==> src/rtl/swi_cond_pkg.sv <==
// Shared types and default sizing for the SWI input conditioner.
// Optional debouncing is selected with the SWI_COND_DEBOUNCE_EN macro.
package swi_cond_pkg;

  typedef enum logic [1:0] {
    ST_LO  = 2'd0,
    CHK_HI = 2'd1,
    ST_HI  = 2'd2,
    CHK_LO = 2'd3
  } db_state_t;

  localparam int SWI_NBITS           = 8;
  localparam int SWI_NSYNC           = 2;
  localparam int SWI_DEBOUNCE_CYCLES = 3;

  // The debounced level is high in both states that sit on the high side.
  function automatic logic db_level(input db_state_t st);
    return (st == ST_HI) || (st == CHK_LO);
  endfunction

endpackage

==> src/rtl/swi_debounce_bit.sv <==
// One switch bit: NSYNC-deep synchroniser, optional debounce FSM and counter
// (SWI_COND_DEBOUNCE_EN), registered level plus one-cycle rise/fall pulses.
module swi_debounce_bit #(
  parameter int NSYNC           = 2,
  parameter int DEBOUNCE_CYCLES = 3
) (
  input  logic clk_2,
  input  logic reset,
  input  logic raw_in,
  output logic stable_out,
  output logic rise_out,
  output logic fall_out,
  output logic changed_out
);

  logic [NSYNC-1:0] sync_q, sync_d;
  logic             s;
  logic             stable_q, stable_d;
  logic             rise_q, rise_d;
  logic             fall_q, fall_d;
  logic             changed_q, changed_d;

  always_comb begin
    sync_d = {sync_q[NSYNC-2:0], raw_in};
  end

  assign s = sync_q[NSYNC-1];

`ifdef SWI_COND_DEBOUNCE_EN
  import swi_cond_pkg::*;

  localparam int              CNT_W    = $clog2(DEBOUNCE_CYCLES + 1);
  localparam logic [CNT_W-1:0] CNT_ONE  = CNT_W'(1);
  localparam logic [CNT_W-1:0] CNT_LAST = CNT_W'(DEBOUNCE_CYCLES - 1);

  db_state_t        state_q, state_d;
  logic [CNT_W-1:0] cnt_q, cnt_d;

  always_ff @(posedge clk_2 or posedge reset) begin
    if (reset) begin
      state_q <= ST_LO;
      cnt_q   <= '0;
    end else begin
      state_q <= state_d;
      cnt_q   <= cnt_d;
    end
  end

  // cnt counts consecutive synced samples already seen at the candidate level;
  // the sample that brings it to DEBOUNCE_CYCLES commits the new level.
  always_comb begin
    state_d = state_q;
    cnt_d   = cnt_q;
    case (state_q)
      ST_LO: begin
        cnt_d = '0;
        if (s) begin
          if (DEBOUNCE_CYCLES == 1) begin
            state_d = ST_HI;
          end else begin
            state_d = CHK_HI;
            cnt_d   = CNT_ONE;
          end
        end
      end
      CHK_HI: begin
        if (!s) begin
          state_d = ST_LO;
          cnt_d   = '0;
        end else if (cnt_q >= CNT_LAST) begin
          state_d = ST_HI;
          cnt_d   = '0;
        end else begin
          cnt_d = cnt_q + CNT_ONE;
        end
      end
      ST_HI: begin
        cnt_d = '0;
        if (!s) begin
          if (DEBOUNCE_CYCLES == 1) begin
            state_d = ST_LO;
          end else begin
            state_d = CHK_LO;
            cnt_d   = CNT_ONE;
          end
        end
      end
      CHK_LO: begin
        if (s) begin
          state_d = ST_HI;
          cnt_d   = '0;
        end else if (cnt_q >= CNT_LAST) begin
          state_d = ST_LO;
          cnt_d   = '0;
        end else begin
          cnt_d = cnt_q + CNT_ONE;
        end
      end
      default: begin
        state_d = ST_LO;
        cnt_d   = '0;
      end
    endcase
  end

  always_comb begin
    stable_d = db_level(state_d);
  end
`else
  // Without debouncing the level simply follows the synchroniser output.
  always_comb begin
    stable_d = s;
  end

  if (DEBOUNCE_CYCLES < 1) begin : g_debounce_cfg_unused
  end
`endif

  always_comb begin
    rise_d    = stable_d & ~stable_q;
    fall_d    = ~stable_d & stable_q;
    changed_d = rise_d | fall_d;
  end

  always_ff @(posedge clk_2 or posedge reset) begin
    if (reset) begin
      sync_q    <= '0;
      stable_q  <= 1'b0;
      rise_q    <= 1'b0;
      fall_q    <= 1'b0;
      changed_q <= 1'b0;
    end else begin
      sync_q    <= sync_d;
      stable_q  <= stable_d;
      rise_q    <= rise_d;
      fall_q    <= fall_d;
      changed_q <= changed_d;
    end
  end

  assign stable_out  = stable_q;
  assign rise_out    = rise_q;
  assign fall_out    = fall_q;
  assign changed_out = changed_q;

endmodule

==> src/rtl/swi_conditioner.sv <==
// Conditions the raw SWI bus: per-bit synchronise/debounce plus edge pulses.
// Debouncing is present only when SWI_COND_DEBOUNCE_EN is defined.
module swi_conditioner
  import swi_cond_pkg::*;
#(
  parameter int NBITS           = SWI_NBITS,
  parameter int NSYNC           = SWI_NSYNC,
  parameter int DEBOUNCE_CYCLES = SWI_DEBOUNCE_CYCLES
) (
  input  logic             clk_2,
  input  logic             reset,
  input  logic [NBITS-1:0] swi_raw,
  output logic [NBITS-1:0] swi_stable,
  output logic [NBITS-1:0] rise,
  output logic [NBITS-1:0] fall,
  output logic             changed
);

  logic [NBITS-1:0] bit_changed;

  for (genvar i = 0; i < NBITS; i++) begin : g_bit
    swi_debounce_bit #(
      .NSYNC           (NSYNC),
      .DEBOUNCE_CYCLES (DEBOUNCE_CYCLES)
    ) u_bit (
      .clk_2       (clk_2),
      .reset       (reset),
      .raw_in      (swi_raw[i]),
      .stable_out  (swi_stable[i]),
      .rise_out    (rise[i]),
      .fall_out    (fall[i]),
      .changed_out (bit_changed[i])
    );
  end

  // Each per-bit flag is already registered, so the OR adds no path from swi_raw.
  assign changed = |bit_changed;

endmodule

==> config.mk <==
export PLATFORM = sky130hd
export DESIGN_NAME = swi_conditioner
export DESIGN_NICKNAME = d
export VERILOG_FILES = /design/src/rtl/swi_cond_pkg.sv /design/src/rtl/swi_debounce_bit.sv /design/src/rtl/swi_conditioner.sv
export SDC_FILE = /design/constraint.sdc
export NUM_CORES = 1
export LEC_CHECK = 0
export CORE_UTILIZATION = 46
export CTS_BUF_LIST = sky130_fd_sc_hd__clkbuf_4
export DETAILED_ROUTE_END_ITERATION = 10
export GPL_TIMING_DRIVEN = 0
export PLACE_DENSITY_LB_ADDON = 0.05
export SETUP_SLACK_MARGIN = 0.4
export SYNTH_ARGS = -nofsm -noshare
export SYNTH_HDL_FRONTEND = slang
export SYNTH_HIERARCHICAL = 1
export SYNTH_SLANG_ARGS = --single-unit
==> constraint.sdc <==
create_clock -name clk_2 -period 0.8 [get_ports clk_2]
set_input_delay 0.16 -clock clk_2 [delete_from_list [all_inputs] [get_ports clk_2]]
set_output_delay 0.16 -clock clk_2 [all_outputs]
set_load 0.02 [all_outputs]
== Word-level counts from Yosys, hierarchy flattened ==
Cells that the tools add are included.

* Output and inout port bits: 25
* Input bits: 10
* Word-level logic and storage cells: 81
* Bits in registers: 48

* Reductions and logical operators: 1
* Bitwise gates (word level): 40

{| class="wikitable"
|+ Operator list
! cell !! number
|-
| 1-bit AND || 16
|-
| 1-bit NOT || 16
|-
| 1-bit OR || 8
|-
| 8-bit OR reduction || 1
|}

== Longest topological paths before layout ==
Gate-level depths: netlist of run 1.

* Depth after elaboration: 3
* Depth in mapped cells: 3
* Mapped depth without buffers: 3

== By module ==
Netlist of run 1, hierarchy kept.

{| class="wikitable"
|+ Modules (own cells, without submodules)
! module !! instances !! area an instance (um^2) !! sequential area each (um^2) !! cells each
|-
| swi_debounce_bit || 8 || 190.2 || 150.1 || 12
|-
| swi_conditioner || 1 || 16.3 || 0.0 || 3
|}

== Worst setup path after synthesis of run 1 ==
OpenSTA, ideal clock, no wires.

* Path kind: flip-flop to output port
* Start point: register g_bit[1].u_bit.changed_q
* End point: output port changed
* Cell stages (with the launch flop): 3
* Buffers on the path: 0
* Required time: 0.640 ns
* Setup slack: -0.126 ns
* Data arrival time: 0.766 ns
* Path through: dfrtp_1 nor4_1 nand2_1

* Word-level cells in the longest chain between the ends: 1

{| class="wikitable"
|+ RTL lines
! item !! line !! source
|-
| from (decl) || swi_debounce_bit.sv:21 || <nowiki>logic changed_q, changed_d;</nowiki>
|-
| from (signal assigned) || swi_debounce_bit.sv:137 || <nowiki>changed_q <= changed_d;</nowiki>
|-
| 8-bit OR reduction || swi_conditioner.sv:37 || <nowiki>assign changed = |bit_changed;</nowiki>
|-
| to (decl) || swi_conditioner.sv:16 || <nowiki>output logic changed</nowiki>
|}

Every way passes these cells.

== Worst setup path in the final report of run 1 ==
* Start point: register g_bit[2].u_bit.changed_q
* End point: output port changed

* Word-level cells in the longest chain between the ends: 1

{| class="wikitable"
|+ RTL lines
! item !! line
|-
| from (decl) || swi_debounce_bit.sv:21
|-
| from (signal assigned) || swi_debounce_bit.sv:137
|-
| 8-bit OR reduction || swi_conditioner.sv:37
|}

Every way passes these cells.

==> flow_summary.ini, run 1 <==
[clocking]
cts.path.max_buffers = 2
worst_skew_pair.late_latency_ns = 0.33
cts.root.buffer_cell = sky130_fd_sc_hd__clkbuf_4
clk_transition_reported_paths_ns = 0.12
tritoncts_num_sinks = 48
cts_buffers = 5
clock_tree.htree_level_count = 2
tritoncts = done

[drt]
detail_route.wl_per_cell_um = 12.6
drc = 0
antenna_violating_nets_post_route = 0
routed_via_density = 4.33
first_pass_iters = 4
post_route_wl_um = 2530
num_vias = 870
first_iter_violations = 17

[critical_path]
r2r_slack_ns = -0.21
cp.buffers_inverters = 1
cp_cell_sequence = nor4_2 -> nand2_1 -> buf_6
startpoint_to_endpoint_class_of_the_critical_path = register to primary output
max_stage_delay_ns = 0.40
required_worst_endpoint_ns = 0.64
path_max_fanout = 1
critical_path.top_delay_family = flip-flops
timing.critical_path.to_type = primary output
startpoint_type = register
critical-path-slowest-cell = sky130_fd_sc_hd__dfrtp_1
timing.critical_path.arrival_ns = 1.26

[yosys]
synth.distinct_cells = 5
synth_top_cells_by_count = 48 x sky130_fd_sc_hd__dfrtp_1, 32 x sky130_fd_sc_hd__inv_1, 16 x sky130_fd_sc_hd__ha_1
yosys_warnings = 6
synth.cell_area_mm2 = 0.00154
synth_edf_count = 0
yosysMostFrequentCell = sky130_fd_sc_hd__dfrtp_1
ys_seq_area_share_pct = 78.1
synthesis.nets = 125
synthTopCellsByArea = sky130_fd_sc_hd__dfrtp_1 78%, sky130_fd_sc_hd__ha_1 13%, sky130_fd_sc_hd__inv_1 7.8%
postSynthCellCount = 99
leading_register_cell_type_out_of_synthesis = sky130_fd_sc_hd__dfrtp_1
register_bit_count_reported_by_yosys = 48
post_synth.cell_area_avg_um2 = 15.5
synthArstFlopShare_pct = 100
yosysTopAreaCellShare_pct = 78.1
post-synth-top-area-cell = sky130_fd_sc_hd__dfrtp_1

[timing]
fmaxAchievable_mhz = 706
relSlewSlack_pct = 76.9
rsz0062_at_grt = true
timing.clock.skew_ns = 0.00556
post-route-worst-setup-slack_ns = -0.617
finalHoldViolations = 6
whs_ns = -0.0191
final-max-slew-violation-count = 0
tightestPinTransition_ns = 0.346
post-route-period-util_pct = 177
finalSetupTns_ns = -8.64
finalSetupViolations = 46
finalWorstPathRequiredPeriod_ns = 1.42

[run]
max_cap_violations = 0

[floorplan]
chipWidth_um = 59.8
core-area_mm2 = 0.00310
io_pins = 35
start_util_pct = 49.6
dieHeight_um = 59.8
die_area_mm2 = 0.00358
floorplan.rows = 20

[grt]
global_route.overflow_total = 0
grt_antenna_before_repair = 0
grt_max_degree = 14
total_routing_usage_reported_by_global_routing_pct = 15.8
grt_pass1_wl_um = 3880
grt_pass1_vias = 883

[cells_and_area]
syn_to_final_growth_pct = 58.9
fillers = 188
stdcell_count = 201
final_core_utilization_pct = 78.8
final_nets = 182
insertedDiodeCount = 0
post_route_cells_drive_above_1_share_pct = 58.6

[placement]
gpl.final_weighted_congestion = 0.655
dp_hpwl_um = 1560
placed_cells_incl_taps = 177
buffers_added_on_ports = 34

[power]
max-vdd-ir-drop_uv = 1350
power.static_leakage_nw = 1.17
power-per-cell-area_mw_per_mm2 = 1760

[min_path]
hold_class = input port to async pin

[status]
outcome = finished, violations left
violations_in_the_final_reports = negative hold slack, negative setup slack
[metrics by stage]
| stage | setup WS [ns] | cell area [um^2] | total power, mW |
|---|---|---|---|
| after floorplan | -0.126 | 1590 | 2.86 |
| after detailed placement | -0.662 | 1980 | 3.09 |
| final | -0.617 | 2440 | 4.31 |
| after CTS | -0.616 | 2290 | 4.27 |
| after global placement | -0.671 | 1980 | 3.06 |
| after global routing | -0.729 | 2440 | 4.52 |
[layout by cell type (no fill, tap or decap)]
master and instances:
sky130_fd_sc_hd__buf_6 41, sky130_fd_sc_hd__dfrtp_1 39, sky130_fd_sc_hd__ha_4 16, sky130_fd_sc_hd__inv_1 15, sky130_fd_sc_hd__inv_2 9, sky130_fd_sc_hd__dfrtp_2 9
sky130_fd_sc_hd__inv_4 8, sky130_fd_sc_hd__clkdlybuf4s50_1 8, sky130_fd_sc_hd__clkbuf_4 7, sky130_fd_sc_hd__nor4_2 2, sky130_fd_sc_hd__nand2_1 1, sky130_fd_sc_hd__clkinv_1 1
sky130_fd_sc_hd__dlygate4sd2_1 1
[repair_timing]
| item | CTS | global route |
|---|---|---|
| pin swaps | 5 | 4 |
| hold endpoints to repair | 6 | 6 |
| setup buffers | 9 | 7 |
| gates resized for setup | 180 | 23 |
| endpoints found under the setup margin | 113 | 65 |
[registers in the layout, summed over array words and instances (netlist names)]
register and count:
g_bit.u_bit/rise_out 8, g_bit.u_bit/sync_q 16, g_bit.u_bit/fall_out 8, g_bit.u_bit/stable_out 8, g_bit.u_bit/changed_out 8
[worst paths after layout]
path / cells after the start / from / endpoint
worst min-delay path: 2 / reset / g_bit[0].u_bit/fall_out
worst max-delay path: 3 / g_bit[2].u_bit/changed_out / changed
worst min register to register: 0 / g_bit[4].u_bit/sync_q[0] / g_bit[4].u_bit/sync_q[1]
max in group asynchronous: 2 / reset / g_bit[6].u_bit/stable_out
worst max register to register: 5 / g_bit[5].u_bit/stable_out / g_bit[5].u_bit/changed_out
min in group clk_2: 1 / swi_raw[0] / g_bit[0].u_bit/sync_q[0]
[cell families (layout without fill, tap and decap cells)]
| kind of cell | after synthesis | in the layout | share of synthesized area [%] |
|---|---|---|---|
| buf+inv | 32 | 90 | 7.81 |
| flops | 48 | 48 | 78.1 |
| simple gates | 3 | 3 | 1.06 |
| fa+ha+maj | 16 | 16 | 13.0 |
[routing by layer]
metal  wire, um  part of all wire [%]  global-route usage, %
met5          0                     0                      0
met4         12                  0.47                   5.98
met3         89                   3.5                   5.84
met2       1480                    58                   27.8
met1        949                    38                   17.4
[cell type report]
type | count | area [um^2] | area share, %
clock buffer | 7 | 52.6 | 2.15
clock inverter | 1 | 3.75 | 0.154
inverter | 32 | 140 | 5.73
multi-input combinational | 19 | 429 | 17.6
sequential | 48 | 1210 | 49.6
tap | 44 | 55.1 | 2.25
timing repair buffer | 50 | 551 | 22.5
[report_power, final]
group	internal, mW	total, mW	switching, mW
clock	0.407	1.05	0.643
combinational	0.311	0.589	0.279
sequential	2.57	2.67	0.0952
total	3.29	4.31	1.02
Note: power is estimated with default switching activity, not from simulation.
==> inputs of run 2 (changes only) <==
--- a/config.mk
+++ b/config.mk
@@ -5,11 +5,13 @@
 export SDC_FILE = /design/constraint.sdc
 export NUM_CORES = 1
 export LEC_CHECK = 0
+export ABC_AREA = 1
 export CORE_UTILIZATION = 46
 export CTS_BUF_LIST = sky130_fd_sc_hd__clkbuf_4
 export DETAILED_ROUTE_END_ITERATION = 10
 export GPL_TIMING_DRIVEN = 0
 export PLACE_DENSITY_LB_ADDON = 0.05
+export RECOVER_POWER = 25
 export SETUP_SLACK_MARGIN = 0.4
 export SYNTH_ARGS = -nofsm -noshare
 export SYNTH_HDL_FRONTEND = slang
==> flow_summary.ini, run 2 <==
[status]
outcome = finished, violations left
violations_in_the_final_reports = negative setup slack

[yosys]
synth_top_cells_by_count = 48 x sky130_fd_sc_hd__dfrtp_1, 40 x sky130_fd_sc_hd__inv_1, 16 x sky130_fd_sc_hd__ha_1
yosysMostFrequentCell = sky130_fd_sc_hd__dfrtp_1
synthArstFlopShare_pct = 100
post_synth.cell_area_avg_um2 = 14.2
synth.distinct_cells = 5
synth_compound_area_share_pct = 0
postSynthCellCount = 111
synthTopCellsByArea = sky130_fd_sc_hd__dfrtp_1 76%, sky130_fd_sc_hd__ha_1 13%, sky130_fd_sc_hd__inv_1 9.5%
synth_top_family_by_area = adder cells
synth.cell_area_mm2 = 0.00158
post-synth-top-area-cell = sky130_fd_sc_hd__dfrtp_1
synthesis.nets = 137
yosys_warnings = 6
leading_register_cell_type_out_of_synthesis = sky130_fd_sc_hd__dfrtp_1
synth-simple-area-share_pct = 1.67
synth_fa_ha_area_share_pct = 12.7
synth_xor_xnor_area_share_pct = 0
yosysTopAreaCellShare_pct = 76.1
synth_edf_count = 0
synthMuxAreaShare_pct = 0
register_bit_count_reported_by_yosys = 48
ys_seq_area_share_pct = 76.1

[floorplan]
dieHeight_um = 60.6
die_area_mm2 = 0.00367
start_util_pct = 50.0
io_pins = 35
chipWidth_um = 60.6
core-area_mm2 = 0.00315
floorplan.rows = 20

[timing]
finalWorstPathRequiredPeriod_ns = 1.30
timing.clock.skew_ns = 0.00759
post-route-worst-setup-slack_ns = -0.505
fmaxAchievable_mhz = 766
whs_ns = 0.00707
finalHoldViolations = 0
relSlewSlack_pct = 76.3
finalSetupViolations = 43
tightestPinTransition_ns = 0.356
rsz0062_at_grt = true
final-max-slew-violation-count = 0
post-route-period-util_pct = 163

[critical_path]
cp.buffers_inverters = 2
critical_path.top_delay_family = flip-flops
critical_path_cell_count = 5
cp_cell_sequence = inv_1 -> nand2_1 -> nor2_2 -> nand2_2 -> buf_6
max_stage_delay_ns = 0.38
timing.critical_path.to_type = primary output
r2r_slack_ns = -0.19
r2r_cells = 5
worst_r2r_endpoint = g_bit[6].u_bit/changed_out
required_worst_endpoint_ns = 0.64
path_max_fanout = 1
timing.critical_path.arrival_ns = 1.14
start_of_the_worst_register_to_register_path = g_bit[6].u_bit/stable_out
critical-path-slowest-cell = sky130_fd_sc_hd__dfrtp_1
startpoint_type = register
startpoint_to_endpoint_class_of_the_critical_path = register to primary output

[power]
max-vdd-ir-drop_uv = 1270
clock_power_share_pct = 25.0
net-switching-power_mw = 1.05
intPower_mw = 3.29
switching_share_pct = 24.3
seqPwrFrac_pct = 61.2
power-per-cell-area_mw_per_mm2 = 1780
power.static_leakage_nw = 1.20
power_frac_comb_pct = 13.8

[run]
max_cap_violations = 0

[grt]
grt_antenna_before_repair = 0
met1_usage_pct = 17.1
global_route.usage.met3_pct = 6.61
grt_max_degree = 15
grt_pass1_vias = 896
global_route.overflow_total = 0
total_routing_usage_reported_by_global_routing_pct = 16.0
met2_track_usage_gr_pct = 27.9
grt-busiest-layer = met2
grt_pass1_wl_um = 3910

[cells_and_area]
largest_register_ffs = 16
largest_register = g_bit.u_bit/sync_q
stdcell_area_mm2 = 0.00244
final_nets = 190
insertedDiodeCount = 0
final_core_utilization_pct = 77.3
mostFrequentLayoutCell = sky130_fd_sc_hd__dfrtp_1
layout_common_cells = 40 x sky130_fd_sc_hd__dfrtp_1, 37 x sky130_fd_sc_hd__buf_6, 22 x sky130_fd_sc_hd__inv_1, 16 x sky130_fd_sc_hd__ha_4, 10 x sky130_fd_sc_hd__inv_2
syn_to_final_growth_pct = 54.4
post_route_cells_drive_above_1_share_pct = 55.2

[drt]
first_pass_iters = 4
first_iter_violations = 12
drc = 0
antenna_violating_nets_post_route = 0
num_vias = 873
detail_route.wl_per_cell_um = 12.3
post_route_wl_um = 2580
routed_via_density = 4.18

[clocking]
worst_skew_pair.late_latency_ns = 0.35
cts.root.buffer_cell = sky130_fd_sc_hd__clkbuf_4
cts.path.max_buffers = 2
cts_buffers = 5
clock_tree.htree_level_count = 2
clk_transition_reported_paths_ns = 0.12
tritoncts = done
tritoncts_num_sinks = 48

[min_path]
hold_class = input port to async pin

[placement]
detailed_place.area_mm2 = 0.00199
buffers_added_on_ports = 34
gpl.final_weighted_congestion = 0.648
dp_hpwl_um = 1500
[run 2: changes by cell type after synthesis, sizes merged]
cell	delta
inv	+8
nand2	+4
nor2	+2
nor4	-2
[run 2: cell families after synthesis]
kind of cell  count (synthesis)
fa+ha+maj                    16
buf+inv                      40
flops                        48
simple gates                  7
[run 2: per-layer routing]
layer  share of wire [%]  routed length [um]  up-vias
met5                   0                   0        -
met4                 1.8                  46        0
met3                 4.9                 125        5
met2                  56                1450       23
met1                  37                 954      433
li1                    -                   -      412
[run 2: repair_timing]
item	in CTS	in global routing
gates cloned	0	0
hold endpoints to repair	17	17
gates resized for setup	185	24
pin swaps	5	11
buffers inserted	8	4
endpoints found under the setup margin	113	65
[run 2: worst max path at each step]
stage / startpoint / to / slack (ns)
after CTS: g_bit[3].u_bit/changed_out / changed / -0.55
after global routing: g_bit[4].u_bit/changed_out / changed / -0.61
after global placement: g_bit[4].u_bit/changed_out / changed / -0.54
final: g_bit[5].u_bit/changed_out / changed / -0.50
after floorplan: g_bit[0].u_bit/stable_out / g_bit[0].u_bit/changed_out / -0.05
after detailed placement: g_bit[4].u_bit/changed_out / changed / -0.56
[run 2: area by class of cell]
cell class                 count  area (um^2)
tap                           44         55.1
timing repair buffer          46          505
clock buffer                   7         52.6
multi-input combinational     23          437
fill                         208          717
clock inverter                 1         5.00
inverter                      40          170
sequential                    48         1210
[run 2: per-stage QoR]
step | power [mW] | cells | worst slack [ns] | setup TNS [ns]
after floorplan | 2.88 | 111 | -0.0481 | -0.385
after global placement | 3.08 | 189 | -0.544 | -10.29
after detailed placement | 3.10 | 189 | -0.560 | -11.04
after CTS | 4.31 | 205 | -0.553 | -7.71
after global routing | 4.57 | 209 | -0.613 | -10.03
final | 4.34 | 209 | -0.505 | -8.34
[run 2: power groups by stage]
stage / Combinational, mW / Sequential, mW / Clock, mW
after detailed placement: 0.411 / 2.68 / 0
after global placement: 0.402 / 2.68 / 0
final: 0.599 / 2.66 / 1.08
after floorplan: 0.122 / 2.75 / 0
after global routing: 0.663 / 2.67 / 1.24
after CTS: 0.533 / 2.65 / 1.13
